--- src/rtl/axi4_lite_pkg.sv ---
// Shared AXI4-Lite constants and helpers for the read/write masters.
package axi4_lite_pkg;

  localparam logic [1:0] RESP_OKAY   = 2'b00;
  localparam logic [1:0] RESP_EXOKAY = 2'b01;
  localparam logic [1:0] RESP_SLVERR = 2'b10;
  localparam logic [1:0] RESP_DECERR = 2'b11;

  // A buffered response entry is {rresp, rdata}.
  function automatic int unsigned rsp_entry_w(input int unsigned data_w);
    return data_w + 2;
  endfunction

endpackage

--- src/rtl/sync_fifo.sv ---
// Single-clock FIFO; the head entry is read straight from the storage flops,
// so pop_data is registered and holds until popped.
module sync_fifo #(
  parameter int WIDTH = 8,
  parameter int DEPTH = 4
) (
  input  logic                         clk,
  input  logic                         arst_n,
  input  logic                         push,
  input  logic [WIDTH-1:0]             push_data,
  input  logic                         pop,
  output logic [WIDTH-1:0]             pop_data,
  output logic                         full,
  output logic                         empty,
  output logic [$clog2(DEPTH+1)-1:0]   count
);

  localparam int AW = (DEPTH > 1) ? $clog2(DEPTH) : 1;
  localparam int CW = $clog2(DEPTH+1);

  logic [DEPTH-1:0][WIDTH-1:0] mem;
  logic [AW-1:0]               wr_ptr, rd_ptr;
  logic                        do_push, do_pop;

  function automatic logic [AW-1:0] ptr_inc(input logic [AW-1:0] p);
    return (p == AW'(DEPTH-1)) ? '0 : p + AW'(1);
  endfunction

  assign full     = (count == CW'(DEPTH));
  assign empty    = (count == '0);
  assign do_pop   = pop && !empty;
  // A full FIFO accepts a push only when the head leaves on the same edge.
  assign do_push  = push && (!full || do_pop);
  assign pop_data = mem[rd_ptr];

  always_ff @(posedge clk or negedge arst_n) begin
    if (!arst_n) begin
      mem    <= '0;
      wr_ptr <= '0;
      rd_ptr <= '0;
      count  <= '0;
    end else begin
      if (do_push) begin
        mem[wr_ptr] <= push_data;
        wr_ptr      <= ptr_inc(wr_ptr);
      end
      if (do_pop) rd_ptr <= ptr_inc(rd_ptr);
      case ({do_push, do_pop})
        2'b10:   count <= count + CW'(1);
        2'b01:   count <= count - CW'(1);
        default: count <= count;
      endcase
    end
  end

  a_no_overflow: assert property (@(posedge clk) disable iff (!arst_n)
    !(push && full && !pop));

endmodule

--- src/rtl/axi4_lite_rd_mst.sv ---
// AXI4-Lite read master: pipelined AR issue, in-order response buffering,
// timeout and unexpected-R-beat reporting.
module axi4_lite_rd_mst
  import axi4_lite_pkg::*;
#(
  parameter int ADDR_W          = 32,
  parameter int DATA_W          = 32,
  parameter int MAX_OUTSTANDING = 4,
  parameter int TIMEOUT_CYCLES  = 1024
) (
  input  logic                                  clk,
  input  logic                                  arst_n,
  input  logic [ADDR_W-1:0]                     rd_addr,
  input  logic                                  rd_valid,
  output logic                                  rd_ready,
  output logic [DATA_W-1:0]                     rsp_data,
  output logic [1:0]                            rsp_resp,
  output logic                                  rsp_valid,
  input  logic                                  rsp_ready,
  output logic [ADDR_W-1:0]                     s_axi_araddr,
  output logic                                  s_axi_arvalid,
  input  logic                                  s_axi_arready,
  input  logic [DATA_W-1:0]                     s_axi_rdata,
  input  logic [1:0]                            s_axi_rresp,
  input  logic                                  s_axi_rvalid,
  output logic                                  s_axi_rready,
  output logic [$clog2(MAX_OUTSTANDING+1)-1:0]  inflight_cnt,
  output logic                                  timeout_err,
  output logic                                  unexp_rsp_err,
  input  logic                                  err_clr
);

  localparam int CW = $clog2(MAX_OUTSTANDING+1);
  localparam int EW = int'(rsp_entry_w(DATA_W));
  localparam int TW = (TIMEOUT_CYCLES > 0) ? $clog2(TIMEOUT_CYCLES+1) : 1;

  logic          out_of_rst;
  logic [CW-1:0] used;
  logic          cmd_hs, ar_hs, r_hs, r_push, r_stray, rsp_hs;
  logic          fifo_empty, fifo_full;
  logic [CW-1:0] fifo_cnt;
  logic [EW-1:0] fifo_dout;
  logic [TW-1:0] tcnt;
  logic          to_idle, to_set;

  // Held low through reset and its first clock so no handshake can be
  // taken while the interconnect is still coming out of reset.
  always_ff @(posedge clk or negedge arst_n) begin
    if (!arst_n) out_of_rst <= 1'b0;
    else         out_of_rst <= 1'b1;
  end

  assign s_axi_rready = out_of_rst;
  assign rd_ready     = out_of_rst && (!s_axi_arvalid || s_axi_arready) &&
                        (used < CW'(MAX_OUTSTANDING));

  assign cmd_hs  = rd_valid && rd_ready;
  assign ar_hs   = s_axi_arvalid && s_axi_arready;
  assign r_hs    = s_axi_rvalid && s_axi_rready;
  assign r_push  = r_hs && (inflight_cnt != '0);
  assign r_stray = r_hs && (inflight_cnt == '0);

  assign rsp_valid              = !fifo_empty;
  assign rsp_hs                 = rsp_valid && rsp_ready;
  assign {rsp_resp, rsp_data}   = fifo_dout;

  // `used` reserves FIFO space from command accept to response pop.
  always_ff @(posedge clk or negedge arst_n) begin
    if (!arst_n) used <= '0;
    else case ({cmd_hs, rsp_hs})
      2'b10:   used <= used + CW'(1);
      2'b01:   used <= used - CW'(1);
      default: used <= used;
    endcase
  end

  always_ff @(posedge clk or negedge arst_n) begin
    if (!arst_n) begin
      s_axi_araddr  <= '0;
      s_axi_arvalid <= 1'b0;
    end else if (cmd_hs) begin
      s_axi_araddr  <= rd_addr;
      s_axi_arvalid <= 1'b1;
    end else if (s_axi_arready) begin
      s_axi_arvalid <= 1'b0;
    end
  end

  always_ff @(posedge clk or negedge arst_n) begin
    if (!arst_n) inflight_cnt <= '0;
    else case ({ar_hs, r_push})
      2'b10:   inflight_cnt <= inflight_cnt + CW'(1);
      2'b01:   inflight_cnt <= inflight_cnt - CW'(1);
      default: inflight_cnt <= inflight_cnt;
    endcase
  end

  sync_fifo #(
    .WIDTH (EW),
    .DEPTH (MAX_OUTSTANDING)
  ) u_rsp_fifo (
    .clk       (clk),
    .arst_n    (arst_n),
    .push      (r_push),
    .push_data ({s_axi_rresp, s_axi_rdata}),
    .pop       (rsp_hs),
    .pop_data  (fifo_dout),
    .full      (fifo_full),
    .empty     (fifo_empty),
    .count     (fifo_cnt)
  );

  // Timer runs only while reads are outstanding and no R beat arrives;
  // the flag fires once, on the cycle the count reaches TIMEOUT_CYCLES.
  assign to_idle = r_hs || (inflight_cnt == '0);
  assign to_set  = (TIMEOUT_CYCLES != 0) && !to_idle &&
                   (tcnt == TW'(TIMEOUT_CYCLES-1));

  always_ff @(posedge clk or negedge arst_n) begin
    if (!arst_n)                            tcnt <= '0;
    else if (to_idle)                       tcnt <= '0;
    else if (tcnt != TW'(TIMEOUT_CYCLES))   tcnt <= tcnt + TW'(1);
  end

  always_ff @(posedge clk or negedge arst_n) begin
    if (!arst_n) begin
      timeout_err   <= 1'b0;
      unexp_rsp_err <= 1'b0;
    end else begin
      if (to_set)       timeout_err   <= 1'b1;
      else if (err_clr) timeout_err   <= 1'b0;
      if (r_stray)      unexp_rsp_err <= 1'b1;
      else if (err_clr) unexp_rsp_err <= 1'b0;
    end
  end

  a_space_reserved: assert property (@(posedge clk) disable iff (!arst_n)
    ({1'b0, fifo_cnt} + {1'b0, inflight_cnt}) <= {1'b0, used});
  a_push_has_room: assert property (@(posedge clk) disable iff (!arst_n)
    !(r_push && fifo_full && !rsp_hs));

endmodule

--- config.mk ---
export PLATFORM = sky130hd
export DESIGN_NAME = axi4_lite_rd_mst
export DESIGN_NICKNAME = d
export VERILOG_FILES = /design/src/rtl/axi4_lite_pkg.sv /design/src/rtl/sync_fifo.sv /design/src/rtl/axi4_lite_rd_mst.sv
export SDC_FILE = /design/constraint.sdc
export NUM_CORES = 1
export LEC_CHECK = 0
export ABC_AREA = 1
export CORE_ASPECT_RATIO = 1.5
export CORE_MARGIN = 3
export CORE_UTILIZATION = 49
export DETAILED_ROUTE_END_ITERATION = 16
export GPL_TIMING_DRIVEN = 0
export PLACE_DENSITY = 0.83
export SYNTH_ARGS = -nofsm -noshare
export SYNTH_HDL_FRONTEND = slang
export SYNTH_SLANG_ARGS = --single-unit
--- constraint.sdc ---
create_clock -name clk -period 2.03 [get_ports clk]
set_input_delay 0.406 -clock clk [delete_from_list [all_inputs] [get_ports clk]]
set_output_delay 0.406 -clock clk [all_outputs]
set_load 0.1 [all_outputs]
# Word level (Yosys, flattened, before mapping)
# Index checks and enable logic that the tools add are counted.
totals:
  memories: 0
  latchBits: 0
  out_inout_bits: 75
  register_bits: 196
  mem_bits_ro: 0
  elab_cells: 85
  ramBits: 0
  input_bits: 73
op_classes:
  shifts: 0
  bitwise: 0
  n_mux: 17
  eq_ne: 11
  n_reduce_logical: 29
  n_addsub: 9
  magnitude_cmp: 4
  n_div: 0
  n_mul: 0
op_table:
  columns: ["op", "n"]
  rows:
  - ["136-bit bitwise mux", 1]
  - ["34-bit binary-select mux with 2-bit select", 1]
  - ["34-bit demux with 2-bit select", 1]
  - ["34-bit 2-to-1 mux", 2]
  - ["11-bit 2-to-1 mux", 2]
  - ["3-bit one-hot mux with 2 select lines", 3]
  - ["2-bit nonzero test", 7]
  - ["1-bit logical AND", 12]
  - ["11-bit by 1-bit adder with 11-bit output (second input constant)", 1]
  - ["11-bit by 10-bit equality test with 1-bit output (second input constant)", 1]
  - ["11-bit != test (second input constant)", 1]
  - ["2-bit equality test (second input constant)", 5]
  - ["3-bit by 1-bit adder with 3-bit output (second input constant)", 3]
  - ["3-bit by 1-bit subtractor with 3-bit output (second input constant)", 3]
  - ["2-bit by 1-bit equality test with 1-bit output (second input constant)", 3]
  - ["3-bit zero test", 2]
  - ["2-bit by 3-bit < comparator with 1-bit output (second input constant)", 2]
  - ["1-bit 2-to-1 mux", 5]
  - ["2-bit by 1-bit adder with 2-bit output (second input constant)", 2]
  - ["1-bit zero test", 4]
  - ["2-bit 2-to-1 mux", 2]
  - ["3-bit equality test (second input constant)", 1]
  - ["1-bit logical OR", 3]
  - ["3-bit < comparator (second input constant)", 1]
  - ["2 further kinds", 2]

# Depth between registers and ports, before layout
# Gate-level depths: netlist of run 1.
depth:
  word_depth: 8
  ltp_mapped: 11
  ltp_nobuf: 10

# By module
# From an unflattened synthesis of run 1, not the netlist that was laid out.
hier_totals:
  hier_cells: 1126
  area_unflattened_um2: 9509.1
by_module_without_submodules:
  columns: ["module", "instances", "area_per_inst_um2", "seq_area_each_um2", "cells_per_inst"]
  rows:
  - ["sync_fifo", 1, 7080.5, 3578.4, 849]
  - ["axi4_lite_rd_mst", 1, 2428.6, 1326.3, 277]

# Worst setup path after synthesis of run 1
# Ideal clock, no wire load.
synth_path:
  path_kind: "reg2out"
  from: "reg u_rsp_fifo.rd_ptr[0]"
  to: "out rsp_data[0]"
  slack_ns: -0.795
  t_arrival_ns: 2.419
  required_time_ns: 1.624
  path_buffers: 3
  path_stages_with_launch: 7
  path_cell_list: "dfrtp_1 > buf_2 > inv_2 > buf_2 > buf_2 > nor2_1 > o22ai_1"
synth_between:
  elab_chain_len: 2
synth_lines:
  columns: ["item", "line", "text"]
  rows:
  - ["start: declaration", "sync_fifo.sv:22", "logic [AW-1:0] wr_ptr, rd_ptr;"]
  - ["start signal: assignment", "sync_fifo.sv:47", "if (do_pop) rd_ptr <= ptr_inc(rd_ptr);"]
  - ["34-bit binary-select mux with 2-bit select", "sync_fifo.sv:34", "assign pop_data = mem[rd_ptr];"]
  - ["34-bit 2-to-1 mux (not written as such)", "sync_fifo.sv:34", null]
  - ["end: declaration", "axi4_lite_rd_mst.sv:16", "output logic [DATA_W-1:0] rsp_data,"]
# No other way between the ends. The select of a mux whose other input is x is not followed.

# Worst setup path in the final report of run 1
layout_path:
  from: "reg u_rsp_fifo.rd_ptr[0]"
  to: "out rsp_data[2]"
# The elaborated chain is that of the path after synthesis.

==> flow_summary.json, run 1 <==
{
  "outcome": "finished, violations left",
  "violations": "setup timing",
  "nets": 1402,
  "ys_seq_area_share_pct": 52.0,
  "cts_max_path_buffers": 2,
  "grt_pass1_wl_um": 48700,
  "rsz0062_at_grt": "yes",
  "crit_required_ns": 1.62,
  "routed.top_layer": "met4",
  "start_kind": "register",
  "wl_met1_um": 10500,
  "critPathMaxFanout": 10,
  "cts.sinks": 196,
  "crit_slowest_cell": "dfrtp_2",
  "cts.reportedPaths.clkPinSlew_ns": 0.08,
  "fin_skew_ns": 0.0100,
  "max_cap_viol_count": 0,
  "placed_cells": 1531,
  "path_cells": "buf_6, buf_6, nor2_1, o22ai_4, buf_12",
  "cts_root_buffer": "clkbuf_16",
  "die_area_sq_mm": 0.0210,
  "initial_core_util_pct": 50.4,
  "synth_top_cell_area_share_pct": 52.0,
  "crit_top_cell": "buf_6",
  "drt_iter0_drc": 941,
  "cts_made_buffers": 17,
  "critPathKind": "register to output port",
  "fin_hold_ws_ns": 0.00990,
  "antenna_cells": 0,
  "drtPass1Iterations": 8,
  "syn-cell-area_sq_mm": 0.00943,
  "wl_per_cell_um": 19.1,
  "synth.area.top_cells": "dfrtp_1 (52%), nand2_1 (15%), nand4_1 (9.0%), o21ai_0 (3.9%), nor2_1 (3.8%)",
  "post-route-min-period_ns": 2.21,
  "ant_nets": 0,
  "die_w_um": 119,
  "avgSynthCellArea_sq_um": 8.33,
  "insertion_delay_ns": 0.44,
  "grt_pass1_vias": 9431,
  "endpoint_kind": "output port",
  "hpwl_um": 20000,
  "syn2layout_area_growth_pct": 42.0,
  "viasPerCell": 5.83,
  "hold_class": "primary input to asynchronous set/reset pin",
  "grt_use_total_pct": 29.5,
  "htreeDepth": 4,
  "yosys_warnings": 0,
  "max-slew-margin-rel_pct": 38.8,
  "via_count": 9212,
  "cts_tree": "built",
  "synth_fp_nets": 1218,
  "met2_wirelength_um": 15600,
  "layout_setup_ws_ns": -0.175,
  "grt_overflow_total": 0,
  "drc": 0,
  "syn_inst": 1132,
  "grt_max_degree": 117,
  "wl_met3_um": 2710,
  "io_buffers": 146,
  "synth.distinct_cells": 32,
  "chipHeight_um": 176,
  "antenna_found_initial": 0,
  "rows": 61,
  "fmax_ghz": 0.453,
  "final_cells": 1580,
  "cp_slowest_stage_delay_ns": 0.49,
  "finalCritPeriodShare_pct": 109,
  "slew_violations": 0,
  "synth_seq_cells": 196,
  "routabilityCongestion": 0.916,
  "hold_viol_final": 0,
  "setup_viol": 34,
  "drive_above_1_share_pct": 26.0,
  "ioPinCount": 148,
  "tightest_slew_ns": 0.918,
  "coreArea_sq_mm": 0.0187,
  "drt-total-wl_um": 30200,
  "yosys.area.top_type": "dfrtp_1",
  "worstPathArrival_ns": 1.80
}
per-stage QoR:
step	utilization [%]	instance area, sq um	setup WS, ns	setup TNS [ns]
global route	71.6	13400	-0.241	-6.46
CTS	69.9	13100	-0.168	-4.87
floorplan	-	9980	-0.0821	-0.172
finish	71.6	13400	-0.175	-4.72
global placement	62.9	11800	-9.12	-1556.32
detailed placement	63.1	11800	-1.13	-40.66
worst max-delay path: cells and delay by family (launching register included):
family                 cells  cell delay, ns
and+or+nand+nor            1            0.09
buffers and inverters      3            0.59
AOI/OAI and AO/OA          1            0.18
DFF                        1            0.49
path summary, 6_finish.rpt:
path                                       from             endpoint  slack [ns]  cells after the start
setup / recovery           u_rsp_fifo.rd_ptr[0]          rsp_data[2]       -0.18                      5
hold / removal                           arst_n  u_rsp_fifo.mem[121]        0.01                      1
setup reg to reg                inflight_cnt[2]  u_rsp_fifo.count[2]        0.01                     10
hold reg to reg                s_axi_araddr[25]     s_axi_araddr[25]        0.47                      2
max in group asynchronous                arst_n      inflight_cnt[0]        1.06                      2
min in group clk                       rd_valid     s_axi_araddr[31]        0.34                      3
placed cells by master (no fill, tap or decap), types with 8 or more instances in the layout:
master           netlist  routed
inv_1                 21      18
nand4_1              136     136
buf_2                 39      35
nor2_2                 2      32
ha_1                  10       8
o21ai_2                0      29
dfrtp_1              196     189
o21ai_1                2      34
buf_6                 14      21
buf_12                 0      35
o22ai_4                0      34
clkdlybuf4s50_1        0      70
o21ai_0               74       9
clkdlybuf4s15_2        0      39
buf_4                  1      21
nor2_4                 1       8
clkbuf_16              0      17
clkbuf_1              36      18
nand2_1              384     378
nand3_1               47      47
nor2_1                95      58
cell usage after synthesis:
library cell and count:
buf_4 1, nand2_4 1, nand2_2 2, ha_1 10
dfrtp_1 196, a21oi_2 1, inv_1 21, o21ai_1 2
xor2_1 4, a21boi_1 1, nor3_1 2, buf_1 1
inv_2 6, nand2_1 384, nor2_1 95, buf_2 39
nand3_1 47, a21oi_4 1, nand4_2 4, a21oi_1 5
nor2_4 1, nor2_2 2, fa_1 3, clkbuf_1 36
buf_6 14, nand4_1 136, xnor2_1 4, or2_2 3
o21ai_0 74, nor3b_1 1, o22ai_1 34, conb_1 1
what timing repair did:
action	in CTS	in global routing
resized for setup	579	82
endpoints found under the setup margin	79	122
pin swaps	21	10
hold buffers	0	0
hold endpoints to repair	0	0
gates cloned	2	0
setup buffers	10	11
metal layers:
| layer | track usage, % | vias up |
|---|---|---|
| li1 | - | 4186 |
| met1 | 32.7 | 4381 |
| met2 | 51.0 | 519 |
| met3 | 8.37 | 126 |
| met4 | 15.7 | 0 |
| met5 | 0 | - |
kinds of logic (layout without fill, tap and decap cells):
| group | after synthesis | after routing | share of synthesized area [%] |
|---|---|---|---|
| other cells | 1 | 1 | 0.0398 |
| fa+ha+maj | 13 | 13 | 1.96 |
| xor+xnor | 8 | 8 | 0.743 |
| buf+inv | 118 | 314 | 6.37 |
| flops | 196 | 196 | 52.0 |
| simple gates | 678 | 678 | 32.0 |
| compound gates | 118 | 118 | 6.90 |
state kept, by name (all words and copies together) (netlist names):
signal	count
u_rsp_fifo.wr_ptr	2
u_rsp_fifo.mem	136
s_axi_araddr	32
used	3
u_rsp_fifo.rd_ptr	2
s_axi_rready	1
s_axi_arvalid	1
u_rsp_fifo.count	3
tcnt	11
inflight_cnt	3
timeout_err	1
unexp_rsp_err	1
cell type report:
cell class | count | area, sq um
clock buffers | 18 | 429
repair buffers | 170 | 2090
flip-flops and latches | 196 | 4930
inverters | 27 | 114
well taps | 252 | 315
clock inverters | 13 | 125
plain buffers | 86 | 628
multi-input cells | 818 | 4770
fillers | 1311 | 5310
Power of run 1 is not shown: default switching activity piles up to over one toggle a cycle in this logic, so the estimate is an artifact.
==> inputs of run 2 (changes only) <==
--- a/config.mk
+++ b/config.mk
@@ -12,6 +12,7 @@
 export DETAILED_ROUTE_END_ITERATION = 16
 export GPL_TIMING_DRIVEN = 0
 export PLACE_DENSITY = 0.83
+export SLEW_MARGIN = 20
 export SYNTH_ARGS = -nofsm -noshare
 export SYNTH_HDL_FRONTEND = slang
 export SYNTH_SLANG_ARGS = --single-unit
==> run 2 against run 1 <==
Via count increased by 3.1%. Clock-buffer cell count unchanged. Global-route usage rose by 0.39 points. Critical path type unchanged. The run still ends with setup timing left.
==> flow_summary.json, run 2 (same netlist as run 1, synthesis figures left out) <==
{
  "drt-total-wl_um": 31500,
  "grt_pass1_vias": 9735,
  "cts.reportedPaths.clkPinSlew_ns": 0.07,
  "insertion_delay_ns": 0.44,
  "grt_max_degree": 83,
  "viasPerCell": 5.98,
  "grtUsageMet3_pct": 8.14,
  "worstPathArrival_ns": 1.82,
  "drtPass1Iterations": 6,
  "ioPinCount": 148,
  "die_area_sq_mm": 0.0210,
  "tightest_slew_ns": 0.648,
  "drc": 0,
  "grt_pass1_wl_um": 49500,
  "grt_overflow_total": 0,
  "wl_per_cell_um": 19.8,
  "rows": 61,
  "critPathMaxFanout": 10,
  "slew_violations": 0,
  "fmax_ghz": 0.449,
  "cts_made_buffers": 17,
  "violations": "setup timing",
  "hpwl_um": 20200,
  "nets": 1409,
  "cts_tree": "built",
  "cts_root_buffer": "clkbuf_16",
  "layout_setup_ws_ns": -0.197,
  "final_cells": 1587,
  "io_buffers": 146,
  "initial_core_util_pct": 50.4,
  "ant_nets": 0,
  "finalCritPeriodShare_pct": 110,
  "start_kind": "register",
  "htreeDepth": 4,
  "drive_above_1_share_pct": 26.6,
  "largest_reg_flops": 136,
  "antenna_cells": 0,
  "rsz0062_at_grt": "yes",
  "endpoint_kind": "output port",
  "coreArea_sq_mm": 0.0187,
  "crit_required_ns": 1.62,
  "outcome": "finished, violations left",
  "cts.sinks": 196,
  "max_cap_viol_count": 0,
  "fin_skew_ns": 0.0113,
  "placed_cells": 1532,
  "hold_viol_final": 0,
  "layout_common_cells": "nand2_1 (378), dfrtp_1 (189), nand4_1 (136)",
  "post-route-min-period_ns": 2.23,
  "grt_use_total_pct": 29.8,
  "grt_use_met2_pct": 50.8,
  "reg_top3": "u_rsp_fifo.mem: 136 flops, s_axi_araddr: 32 flops, tcnt: 11 flops",
  "regMostFlops": "u_rsp_fifo.mem",
  "hold_class": "primary input to register",
  "routabilityCongestion": 0.916,
  "die_w_um": 119,
  "via_count": 9497,
  "critPathKind": "register to output port",
  "chipHeight_um": 176,
  "max-slew-margin-rel_pct": 56.8,
  "drt_iter0_drc": 1011,
  "gr-max-usage-layer": "met2",
  "setup_viol": 35,
  "met1_usage_pct": 33.3,
  "syn2layout_area_growth_pct": 43.8,
  "antenna_found_initial": 0,
  "layout_commonest_cell": "nand2_1",
  "cts_max_path_buffers": 2
}
## run 2: cell types whose count changed in the layout (fill, tap and decap cells not counted), sizes merged
cell | previous run | this run
buf | 120 | 126
bufinv | 1 | 2
clkinv | 4 | 6
inv | 31 | 30
dlygate4sd3 | 0 | 1
clkinvlp | 4 | 2
## run 2: cell type report
class | count | area [sq um]
clock buffers | 18 | 429
plain buffers | 86 | 643
inverters | 27 | 114
well taps | 252 | 315
multi-input cells | 818 | 4800
clock inverters | 13 | 151
repair buffers | 177 | 2180
fillers | 1284 | 5130
flip-flops and latches | 196 | 4930
## run 2: per-layer routing
metal,wire [um],up-vias
met4,1680,0
met5,0,-
met1,10700,4500
met3,3000,160
met2,16100,631
li1,-,4206
## run 2: worst paths after layout
path	from	end	slack, ns	depth (start not counted)
min in group asynchronous	arst_n	u_rsp_fifo.mem[122]	0.41	2
max reg2reg	u_rsp_fifo.count[1]	u_rsp_fifo.count[2]	-0.02	10
min reg2reg	u_rsp_fifo.mem[71]	u_rsp_fifo.mem[71]	0.47	2
max in group asynchronous	arst_n	inflight_cnt[1]	0.46	4
max	u_rsp_fifo.rd_ptr[0]	rsp_data[3]	-0.20	5
min	rd_valid	s_axi_araddr[31]	0.33	3
## run 2: critical path: stages, from the launching register on
cell and delay (ns):
dfrtp_2 0.50, clkinv_4 0.13, clkbuf_8 0.22, nor2_1 0.09, o22ai_4 0.23, buf_12 0.21
## run 2: timing repair
action,4_1_cts,5_1_grt
pin swaps,25,11
resized for setup,579,100
setup buffers,12,13
setup endpoints to repair,79,109
endpoints found under the hold margin,34,0
hold buffers,1,0
cloned,3,0
## run 2: stage by stage
step / instance area, sq um / util [%] / worst slack [ns] / TNS [ns] / hold slack, ns
2_1_floorplan: 9980 / - / -0.0821 / -0.172 / 0.110
3_3_place_gp: 11800 / 62.9 / -9.12 / -1556.32 / 0.448
3_5_place_dp: 11800 / 63.2 / -1.12 / -40.51 / 0.294
4_1_cts: 13200 / 70.5 / -0.153 / -4.47 / 0.324
5_1_grt: 13600 / 72.5 / -0.211 / -6.46 / 0.341
6_report: 13600 / 72.5 / -0.197 / -5.33 / 0.332
Power of run 2 is left out for the same reason.
